===== config.mk =====
export PLATFORM = sky130hd
export DESIGN_NAME = wb_line_fetch_flat
export DESIGN_NICKNAME = d
export VERILOG_FILES = /design/src/rtl/wb_line_fetch_pkg.sv /design/src/rtl/wb_line_fetch_if.sv /design/src/rtl/wb_fetch_fifo.sv /design/src/rtl/wb_line_fetch.sv /design/src/flat_wrapper.sv
export SDC_FILE = /design/constraint.sdc
export NUM_CORES = 1
export LEC_CHECK = 0
export CAP_MARGIN = 20
export CORE_AREA = 4 4 124 126
export DETAILED_ROUTE_END_ITERATION = 7
export DIE_AREA = 0 0 128 130
export PLACE_DENSITY = 0.76
export SLEW_MARGIN = 20
export SYNTH_ARGS = -nofsm -noshare
export SYNTH_HDL_FRONTEND = slang
export SYNTH_SLANG_ARGS = --single-unit

===== constraint.sdc =====
create_clock -name wb_clk_i -period 4 [get_ports wb_clk_i]
set_input_delay 1 -clock wb_clk_i [delete_from_list [all_inputs] [get_ports wb_clk_i]]
set_output_delay 1 -clock wb_clk_i [all_outputs]
set_load 0.02 [all_outputs]

===== src/rtl/wb_line_fetch_pkg.sv =====
// Shared state encodings and fixed Wishbone control values for the line fetcher.
// The fetcher only ever reads full 16-bit words.
package wb_line_fetch_pkg;

  typedef enum logic [1:0] {
    ST_IDLE = 2'd0,
    ST_REQ  = 2'd1,
    ST_WAIT = 2'd2
  } state_t;

  localparam logic [1:0] WB_SEL_WORD = 2'b11;
  localparam logic       WB_WE_READ  = 1'b0;

  localparam int WB_ADR_W = 17;
  localparam int WB_DAT_W = 16;

endpackage


===== src/rtl/wb_line_fetch_if.sv =====
// Wishbone classic bus bundle between the line fetcher (master) and the SRAM slave.
// Signal names keep the master-side Wishbone naming.
interface wb_line_fetch_if;
  import wb_line_fetch_pkg::*;

  logic [WB_ADR_W-1:0] wbm_adr_o;
  logic [WB_DAT_W-1:0] wbm_dat_i;
  logic                wbm_we_o;
  logic [1:0]          wbm_sel_o;
  logic                wbm_stb_o;
  logic                wbm_cyc_o;
  logic                wbm_ack_i;

  modport master (
    output wbm_adr_o, wbm_we_o, wbm_sel_o, wbm_stb_o, wbm_cyc_o,
    input  wbm_dat_i, wbm_ack_i
  );

  modport slave (
    input  wbm_adr_o, wbm_we_o, wbm_sel_o, wbm_stb_o, wbm_cyc_o,
    output wbm_dat_i, wbm_ack_i
  );

endinterface


===== src/rtl/wb_fetch_fifo.sv =====
// First-word-fall-through FIFO: dout always shows the entry at the read pointer,
// so a consumer sees the head word in the same cycle valid is raised.
module wb_fetch_fifo #(
  parameter int DEPTH = 8,
  parameter int WIDTH = 16
) (
  input  logic                       clk,
  input  logic                       srst,
  input  logic                       flush,
  input  logic                       push,
  input  logic                       pop,
  input  logic [WIDTH-1:0]           din,
  output logic [WIDTH-1:0]           dout,
  output logic                       empty,
  output logic                       full,
  output logic [$clog2(DEPTH):0]     count
);

  localparam int AW = $clog2(DEPTH);
  localparam int CW = AW + 1;

  logic [WIDTH-1:0] mem [DEPTH];

  logic [AW-1:0] wr_ptr_reg, wr_ptr_next;
  logic [AW-1:0] rd_ptr_reg, rd_ptr_next;
  logic [CW-1:0] count_reg, count_next;
  logic          empty_reg, empty_next;
  logic          full_reg, full_next;
  logic          do_push, do_pop;

  assign do_push = push && !full_reg;
  assign do_pop  = pop && !empty_reg;

  // Pointers are exactly AW bits wide, so the power-of-two depth makes them wrap naturally.
  always_comb begin
    wr_ptr_next = wr_ptr_reg;
    rd_ptr_next = rd_ptr_reg;
    count_next  = count_reg;
    if (do_push) wr_ptr_next = wr_ptr_reg + AW'(1);
    if (do_pop)  rd_ptr_next = rd_ptr_reg + AW'(1);
    case ({do_push, do_pop})
      2'b10:   count_next = count_reg + CW'(1);
      2'b01:   count_next = count_reg - CW'(1);
      default: count_next = count_reg;
    endcase
    empty_next = (count_next == CW'(0));
    full_next  = (count_next == CW'(DEPTH));
  end

  always_ff @(posedge clk) begin
    if (srst || flush) begin
      wr_ptr_reg <= '0;
      rd_ptr_reg <= '0;
      count_reg  <= '0;
      empty_reg  <= 1'b1;
      full_reg   <= 1'b0;
    end else begin
      wr_ptr_reg <= wr_ptr_next;
      rd_ptr_reg <= rd_ptr_next;
      count_reg  <= count_next;
      empty_reg  <= empty_next;
      full_reg   <= full_next;
    end
  end

  always_ff @(posedge clk) begin
    if (do_push && !flush && !srst) mem[wr_ptr_reg] <= din;
  end

  assign dout  = mem[rd_ptr_reg];
  assign empty = empty_reg;
  assign full  = full_reg;
  assign count = count_reg;

  // The master only requests a word when a slot is free, so this must never fire.
  a_no_push_when_full: assert property (@(posedge clk) disable iff (srst || flush)
    !(push && full_reg));

endmodule


===== src/rtl/wb_line_fetch.sv =====
// Wishbone classic read master: fetches a block of len_i words from base_adr_i,
// one access at a time, into an FWFT FIFO that it never lets overflow.
module wb_line_fetch
  import wb_line_fetch_pkg::*;
#(
  parameter int FIFO_DEPTH = 8,
  parameter int LEN_W      = 10
) (
  input  logic                wb_clk_i,
  input  logic                wb_rst_i,
  input  logic                start_i,
  input  logic                abort_i,
  input  logic [WB_ADR_W-1:0] base_adr_i,
  input  logic [LEN_W-1:0]    len_i,
  output logic                busy_o,
  output logic                done_o,
  output logic [WB_DAT_W-1:0] dat_o,
  output logic                valid_o,
  input  logic                rd_i,
  wb_line_fetch_if.master     wb
);

  localparam int CNT_W = $clog2(FIFO_DEPTH) + 1;

  state_t              state_reg, state_next;
  logic [WB_ADR_W-1:0] adr_reg, adr_next;
  logic [LEN_W-1:0]    rem_reg, rem_next;
  logic                stb_reg, stb_next;
  logic                busy_reg, busy_next;
  logic                done_reg, done_next;

  logic                fifo_empty, fifo_full;
  logic [CNT_W-1:0]    fifo_count;
  logic [CNT_W-1:0]    level_after_pop;
  logic                pop_eff;
  logic                space_ok;
  logic                ack_take;

  // An abort wins over a same-cycle ack: the returned word is simply dropped.
  assign ack_take = wb.wbm_ack_i && stb_reg && !abort_i;
  assign pop_eff  = rd_i && !fifo_empty;

  // A pop in this cycle frees a slot early enough to request in the same cycle.
  assign level_after_pop = fifo_count - CNT_W'(pop_eff);
  assign space_ok        = (level_after_pop < CNT_W'(FIFO_DEPTH));

  wb_fetch_fifo #(
    .DEPTH (FIFO_DEPTH),
    .WIDTH (WB_DAT_W)
  ) u_fifo (
    .clk   (wb_clk_i),
    .srst  (wb_rst_i),
    .flush (abort_i),
    .push  (ack_take),
    .pop   (rd_i),
    .din   (wb.wbm_dat_i),
    .dout  (dat_o),
    .empty (fifo_empty),
    .full  (fifo_full),
    .count (fifo_count)
  );

  // ST_REQ is exactly the set of cycles with stb/cyc high; ST_WAIT covers both the
  // mandatory one-cycle gap after each ack and waiting for FIFO space.
  always_comb begin
    state_next = state_reg;
    adr_next   = adr_reg;
    rem_next   = rem_reg;
    stb_next   = stb_reg;
    busy_next  = busy_reg;
    done_next  = 1'b0;

    if (abort_i) begin
      state_next = ST_IDLE;
      stb_next   = 1'b0;
      busy_next  = 1'b0;
    end else begin
      case (state_reg)
        ST_IDLE: begin
          if (start_i) begin
            if (len_i != '0) begin
              adr_next  = base_adr_i;
              rem_next  = len_i;
              busy_next = 1'b1;
              if (space_ok) begin
                state_next = ST_REQ;
                stb_next   = 1'b1;
              end else begin
                state_next = ST_WAIT;
              end
            end else begin
              done_next = 1'b1;
            end
          end
        end
        ST_REQ: begin
          if (ack_take) begin
            adr_next = adr_reg + WB_ADR_W'(1);
            rem_next = rem_reg - LEN_W'(1);
            stb_next = 1'b0;
            if (rem_reg == LEN_W'(1)) begin
              state_next = ST_IDLE;
              busy_next  = 1'b0;
              done_next  = 1'b1;
            end else begin
              state_next = ST_WAIT;
            end
          end
        end
        ST_WAIT: begin
          if (space_ok) begin
            state_next = ST_REQ;
            stb_next   = 1'b1;
          end
        end
        default: begin
          state_next = ST_IDLE;
          stb_next   = 1'b0;
          busy_next  = 1'b0;
        end
      endcase
    end
  end

  always_ff @(posedge wb_clk_i) begin
    if (wb_rst_i) begin
      state_reg <= ST_IDLE;
      adr_reg   <= '0;
      rem_reg   <= '0;
      stb_reg   <= 1'b0;
      busy_reg  <= 1'b0;
      done_reg  <= 1'b0;
    end else begin
      state_reg <= state_next;
      adr_reg   <= adr_next;
      rem_reg   <= rem_next;
      stb_reg   <= stb_next;
      busy_reg  <= busy_next;
      done_reg  <= done_next;
    end
  end

  assign wb.wbm_adr_o = adr_reg;
  assign wb.wbm_stb_o = stb_reg;
  assign wb.wbm_cyc_o = stb_reg;
  assign wb.wbm_we_o  = WB_WE_READ;
  assign wb.wbm_sel_o = WB_SEL_WORD;

  assign busy_o  = busy_reg;
  assign done_o  = done_reg;
  assign valid_o = !fifo_empty;

  a_full_matches_count: assert property (@(posedge wb_clk_i) disable iff (wb_rst_i)
    fifo_full == (fifo_count == CNT_W'(FIFO_DEPTH)));

endmodule


===== src/flat_wrapper.sv =====
// flat-port wrapper written by rule: the top's interface ports become plain ports
module wb_line_fetch_flat import wb_line_fetch_pkg::*;
#(
  parameter int FIFO_DEPTH = 8,
  parameter int LEN_W      = 10
)
  (wb_clk_i, wb_rst_i, start_i, abort_i, base_adr_i, len_i, busy_o, done_o, dat_o, valid_o, rd_i, wb_wbm_adr_o, wb_wbm_we_o, wb_wbm_sel_o, wb_wbm_stb_o, wb_wbm_cyc_o, wb_wbm_dat_i, wb_wbm_ack_i);
  wb_line_fetch_if wb_i ();
  input  logic wb_clk_i;
  input  logic wb_rst_i;
  input  logic start_i;
  input  logic abort_i;
  input  logic [WB_ADR_W-1:0] base_adr_i;
  input  logic [LEN_W-1:0] len_i;
  output logic busy_o;
  output logic done_o;
  output logic [WB_DAT_W-1:0] dat_o;
  output logic valid_o;
  input  logic rd_i;
  output wire logic [$bits(wb_i.wbm_adr_o)-1:0] wb_wbm_adr_o;
  output wire logic [$bits(wb_i.wbm_we_o)-1:0] wb_wbm_we_o;
  output wire logic [$bits(wb_i.wbm_sel_o)-1:0] wb_wbm_sel_o;
  output wire logic [$bits(wb_i.wbm_stb_o)-1:0] wb_wbm_stb_o;
  output wire logic [$bits(wb_i.wbm_cyc_o)-1:0] wb_wbm_cyc_o;
  input wire logic [$bits(wb_i.wbm_dat_i)-1:0] wb_wbm_dat_i;
  input wire logic [$bits(wb_i.wbm_ack_i)-1:0] wb_wbm_ack_i;
  assign wb_wbm_adr_o = wb_i.wbm_adr_o;
  assign wb_wbm_we_o = wb_i.wbm_we_o;
  assign wb_wbm_sel_o = wb_i.wbm_sel_o;
  assign wb_wbm_stb_o = wb_i.wbm_stb_o;
  assign wb_wbm_cyc_o = wb_i.wbm_cyc_o;
  assign wb_i.wbm_dat_i = wb_wbm_dat_i;
  assign wb_i.wbm_ack_i = wb_wbm_ack_i;
  wb_line_fetch #(.FIFO_DEPTH(FIFO_DEPTH), .LEN_W(LEN_W)) u_core (.wb_clk_i(wb_clk_i), .wb_rst_i(wb_rst_i), .start_i(start_i), .abort_i(abort_i), .base_adr_i(base_adr_i), .len_i(len_i), .busy_o(busy_o), .done_o(done_o), .dat_o(dat_o), .valid_o(valid_o), .rd_i(rd_i), .wb(wb_i));
endmodule

==> impl_results.md, run 1 <==
* Outcome: completed
* Fin crit period at 3.42 ns
* Critical Path RT at ~3 ns
* Crit path DAT at around 2.4 ns
* Main area contributors after synthesis: edfxtp_1 51%, dfxtp_1 13%, mux4_2 9.6%
* CTS buffer count at 17
* Largest net degree at the start of global routing at 36
* WS Path Type: register to output pin
* Antenna violations before repair at 0
* Detail Placement HPWL at 10.1 mm
* Layout cells sized above 1 at between 10% and 20%
* First drt pass iteration count at 5
* Most frequent cell after synthesis: edfxtp_1
* Max clock buf depth at 2
* Max-Cap Viols at 0
* Ys flop type: edfxtp_1
* Final hold violations at 0
* Synth top area share at a little over 50%
* Placer congestion estimate at between 0.8 and 0.9
* Grt ovf at 0
* Syn Area/Cell at between 10 and 15 um^2
* Die Footprint at about 0.017 mm^2
* Number of flops mapped to enable cells by yosys at 128
* Distinct cell type count after synthesis at 56
* Layout Skew at around 0.0056 ns
* Largest register FFs at around 130
* Worst slew pin tran at a little over 0.7 ns
* Vias per cell at 5.88
* Chip width at around 130 um
* CTS tree: yes
* # IOs at 90
* Final TNS setup at 0 ns
* Leak pwr at just under 3 nW
* CP max FO at 32
* Growth of design area from synthesis to finish at 21.5%
* Clock Sinks at between 150 and 200
* Synth Instances at between 500 and 600
* WL per Instance at about 19 um
* Rows at 44
* Max Transition Viols Final at 0
* DRC errors left at 0
* Synth async-reset ratio at 0%
* Crit. End Element: output pin
* Worst path slowest cell: mux4_2
* Port bufs at 86
* Final #Nets at roughly 690
* Critical Path Source Type: register
* Post-synthesis register bit count at around 180
* Synth area leader: edfxtp_1
* Final setup fails at 0
* All-Layer GR Usage at 20.1%
* Crit-path cells: buf_12 > mux4_2 > mux2_2 > clkdlybuf4s50_1
* # hold bufs at CTS at 0
* Synth cell count leaders: 128 x edfxtp_1, 47 x dfxtp_1, 46 x nand2_1
* Max VDD drop at roughly 0.34 mV
* Slew headroom at between 50% and 60%
* H-tree depth at 4
* Postcts setup bufs at 0
* Synth Warn # at 0
* Total power at between 3 and 4 mW
* CP max stage delay at 0.55 ns
* Fmax at just under 300 MHz
* Die Ht at between 100 and 150 um
* Post-route ant nets at 0
* Initial Util at 52.4%
* Fin crit share at 85.5%
* Final wirelength at roughly 16 mm
* CTS clk-pin slew, worst paths at around 0.06 ns
* Worst min-delay path class: register to register
* Mapped cell area at around 0.0075 mm^2
* Vias at 4,872
* Post_cts resized at 0
* Core ar. at 0.0143 mm^2
* Pwr per Cell Area at 408 mW/mm^2
* Seq/Total Area, Yosys at between 60% and 70%
* Skew-Pair Late Insertion Delay at between 0.4 and 0.5 ns
* Ant. Diodes at 0
* Clock Tree Root: clkbuf_16
* RSZ-0062 raised after global routing: false
* Vias in the first global route at between 5,000 and 6,000
* First-pass GRT wire length at between 20 and 30 mm
* Iter 0 DRT Violations at ~380
[worst max-delay path: cells and delay by family, from the launching register on]
family / cells / cell delay, ns
DFF: 1 / 0.34
muxes: 2 / 0.85
buffers and inverters: 2 / 0.81
[where the power goes]
group / switching (mW) / total, mW / internal, mW
logic: 0.132 / 0.246 / 0.114
registers: 0.0276 / 1.99 / 1.96
clock network: 0.634 / 1.48 / 0.849
total: 0.794 / 3.72 / 2.93
[placed cells by master (no fill, tap or decap), types with 7 or more instances in the layout]
cell             Yosys  routed
edfxtp_1           128     128
clkdlybuf4s50_1      0      86
nand2_1             46      46
dfxtp_1             47      46
nor2_1              44      44
a21oi_1             33      33
mux4_2              32      32
o21ai_0             20      20
mux2_2              17      17
clkbuf_16            0      17
buf_4                5      17
a211oi_1            11      11
nor4_1              10      10
nor3_1              11       9
ha_1                 8       8
nand3_1              7       7
o21ai_1              7       7
[cell families after synthesis]
| logic type | count (synthesis) | synth area share (%) |
|---|---|---|
| flops | 175 | 63.8 |
| simple gates | 156 | 10.2 |
| compound gates | 100 | 8.33 |
| mux | 51 | 12.4 |
| buf+inv | 42 | 2.64 |
| xor+xnor | 10 | 1.17 |
| fa+ha+maj | 8 | 1.33 |
| other cells | 2 | 0.100 |
[path summary, 6_finish.rpt]
kind                               start                     endpoint  slack (ns)  cells after the start
min reg2reg  u_core.u_fifo.wr_ptr_reg[1]  u_core.u_fifo.wr_ptr_reg[1]        0.49                      2
min          u_core.u_fifo.wr_ptr_reg[1]  u_core.u_fifo.wr_ptr_reg[1]        0.49                      2
max                             register                     dat_o[3]        0.58                      4
max reg2reg          u_core.wb.wbm_cyc_o           u_core.u_fifo.full        1.39                     11
[metal layers]
| layer | share of wire (%) | routed length [um] | track usage (%) |
|---|---|---|---|
| met1 | 42 | 6680 | 26.4 |
| met2 | 49 | 7720 | 32.3 |
| met3 | 7.1 | 1120 | 5.65 |
| met4 | 2.0 | 309 | 7.18 |
| met5 | 0 | 0 | 0 |
[metrics by stage]
step | hold slack [ns] | setup slack [ns] | util (%) | cells | area [um^2]
4_1_cts | 0.493 | 0.529 | 63.7 | 829 | 9110
3_5_place_dp | 0.484 | 0.338 | 59.9 | 797 | 8580
2_1_floorplan | 0.462 | 0.519 | - | 545 | 7500
5_1_grt | 0.525 | 0.470 | 63.7 | 829 | 9110
6_report | 0.492 | 0.578 | 63.7 | 829 | 9110
3_3_place_gp | 0.476 | 0.513 | 59.9 | 797 | 8580
[area by class of cell]
| class | count | area (um^2) |
|---|---|---|
| Timing Repair Buffer | 104 | 1010 |
| Clock inverter | 11 | 92.6 |
| Multi-Input combinational cell | 328 | 2530 |
| Fill cell | 1058 | 5200 |
| Inverter | 6 | 22.5 |
| Sequential cell | 175 | 4790 |
| Tap cell | 184 | 230 |
| Clock buffer | 21 | 440 |
No activity file was read; power rests on OpenSTA's default activity.
==> inputs of run 2 (changes only) <==
Settings changed: CORE_AREA 4 4 124 126 to 8 8 128 130, DIE_AREA 0 0 128 130 to 0 0 136 138.
==> impl_results.md, run 2 (same netlist as run 1, synthesis figures left out) <==
* Outcome: completed
* Placer congestion estimate at approximately 0.9
* Clock Sinks at about 180
* Chip width at 136 um
* Detail Placement HPWL at ~10 mm
* WL per Instance at between 15 and 20 um
* Critical Path RT at around 3 ns
* Leak pwr at ~3.0 nW
* First-pass GRT wire length at around 26 mm
* Worst slack at placement at roughly 0.41 ns
* First drt pass iteration count at 5
* Final setup fails at 0
* Fin cells at 828
* # IOs at 90
* Grt ovf at 0
* Cells after DPL at between 700 and 800
* Vias in the first global route at 5,100
* CTS buffer count at 17
* Max VDD drop at 0.329 mV
* Max clock buf depth at 2
* Total power at 3.84 mW
* Pwr per Cell Area at ~420 mW/mm^2
* Iter 0 DRT Violations at a little over 300
* Max Transition Viols Final at 0
* Clock Tree Root: clkbuf_16
* Growth of design area from synthesis to finish at 22.0%
* Critical Path Source Type: register
* # hold bufs at CTS at 0
* Final TNS setup at 0 ns
* Crit. End Element: output pin
* Slew headroom at between 50% and 60%
* Skew-Pair Late Insertion Delay at 0.42 ns
* Die Footprint at between 0.015 and 0.02 mm^2
* Vias per cell at a little under 6
* CTS tree: yes
* Fin crit share at 85.9%
* Max-Cap Viols at 0
* Largest register FFs at ~130
* Worst slew pin tran at approximately 0.7 ns
* Fin crit period at 3.43 ns
* Most frequent cells in the layout: 128 x edfxtp_1, 86 x clkdlybuf4s50_1, 46 x nand2_1, 46 x dfxtp_1, 44 x nor2_1
* Postcts setup bufs at 0
* Layout Skew at ~0.0074 ns
* Most common cell after layout, fill and taps aside: edfxtp_1
* All-Layer GR Usage at 17.8%
* H-tree depth at 4
* Ant. Diodes at 0
* Final wirelength at approximately 16 mm
* Layout cells sized above 1 at about 16%
* Final hold violations at 0
* Post_cts resized at 0
* Worst min-delay path class: register to register
* Port bufs at between 80 and 90
* Final #Nets at slightly below 700
* RSZ-0062 raised after global routing: false
* Die Ht at ~140 um
* Antenna violations before repair at 0
* Worst setup margin at ~0.57 ns
* Core ar. at 0.0143 mm^2
* DRC errors left at 0
* WS Path Type: register to output pin
* Vias at about 4,900
* Rows at 44
* Largest net degree at the start of global routing at 37
* CTS clk-pin slew, worst paths at roughly 0.060 ns
* Crit path DAT at roughly 2.4 ns
* Initial Util at 52.4%
* Post-route ant nets at 0
* Fmax at between 200 and 300 MHz
* CP max FO at 32
==> run 2: changes by cell type in the layout (fill, tap and decap cells not counted), sizes merged <==
cell / delta
bufinv: +1
clkinvlp: -2
inv: +3
clkbuf: -3
==> run 2: layout make-up <==
class / count / area (um^2)
tap: 184 / 230
multi-input combinational: 328 / 2530
sequential: 175 / 4790
timing repair buffer: 104 / 1010
clock buffer: 18 / 429
clock inverter: 13 / 139
inverter: 6 / 22.5
fill: 1054 / 5170
==> run 2: path summary, 6_finish.rpt <==
path,start,end,slack (ns),cells past startpoint
min,u_core.u_fifo.wr_ptr_reg[1],u_core.u_fifo.wr_ptr_reg[1],0.50,2
min reg2reg,u_core.u_fifo.wr_ptr_reg[1],u_core.u_fifo.wr_ptr_reg[1],0.50,2
max,register,dat_o[15],0.57,4
max reg2reg,u_core.wb.wbm_cyc_o,u_core.u_fifo.full,1.52,11
==> run 2: through the flow <==
step,hold WS [ns],instance area (um^2),utilization [%]
final,0.505,9150,63.9
after global routing,0.540,9150,63.9
after CTS,0.506,9150,63.9
after detailed placement,0.497,8580,59.9
after global placement,0.477,8580,59.9
after floorplan,0.462,7500,-
==> run 2: report_power, final <==
group          leakage [nW]  internal [mW]  switching [mW]  total (mW)
logic                  1.18          0.114           0.133       0.247
registers              1.53           1.96          0.0284        1.99
clock network         0.274          0.920           0.679        1.60
total                  2.99           3.00           0.840        3.84
==> run 2: critical path, cell delays in order (launching register included) <==
cell	delay (ns)
dfxtp_2	0.34
buf_12	0.26
mux4_2	0.55
mux2_2	0.31
clkdlybuf4s50_1	0.54
==> run 2: metal layers <==
layer  track usage [%]  share of wire (%)  routed length (um)  up-vias
met4              6.82                1.3                 216        0
met2              29.2                 50                8210      188
li1                  -                  -                   -     2265
met1              21.6                 41                6810     2396
met3              4.96                7.2                1190       18
met5                 0                  0                   0        -
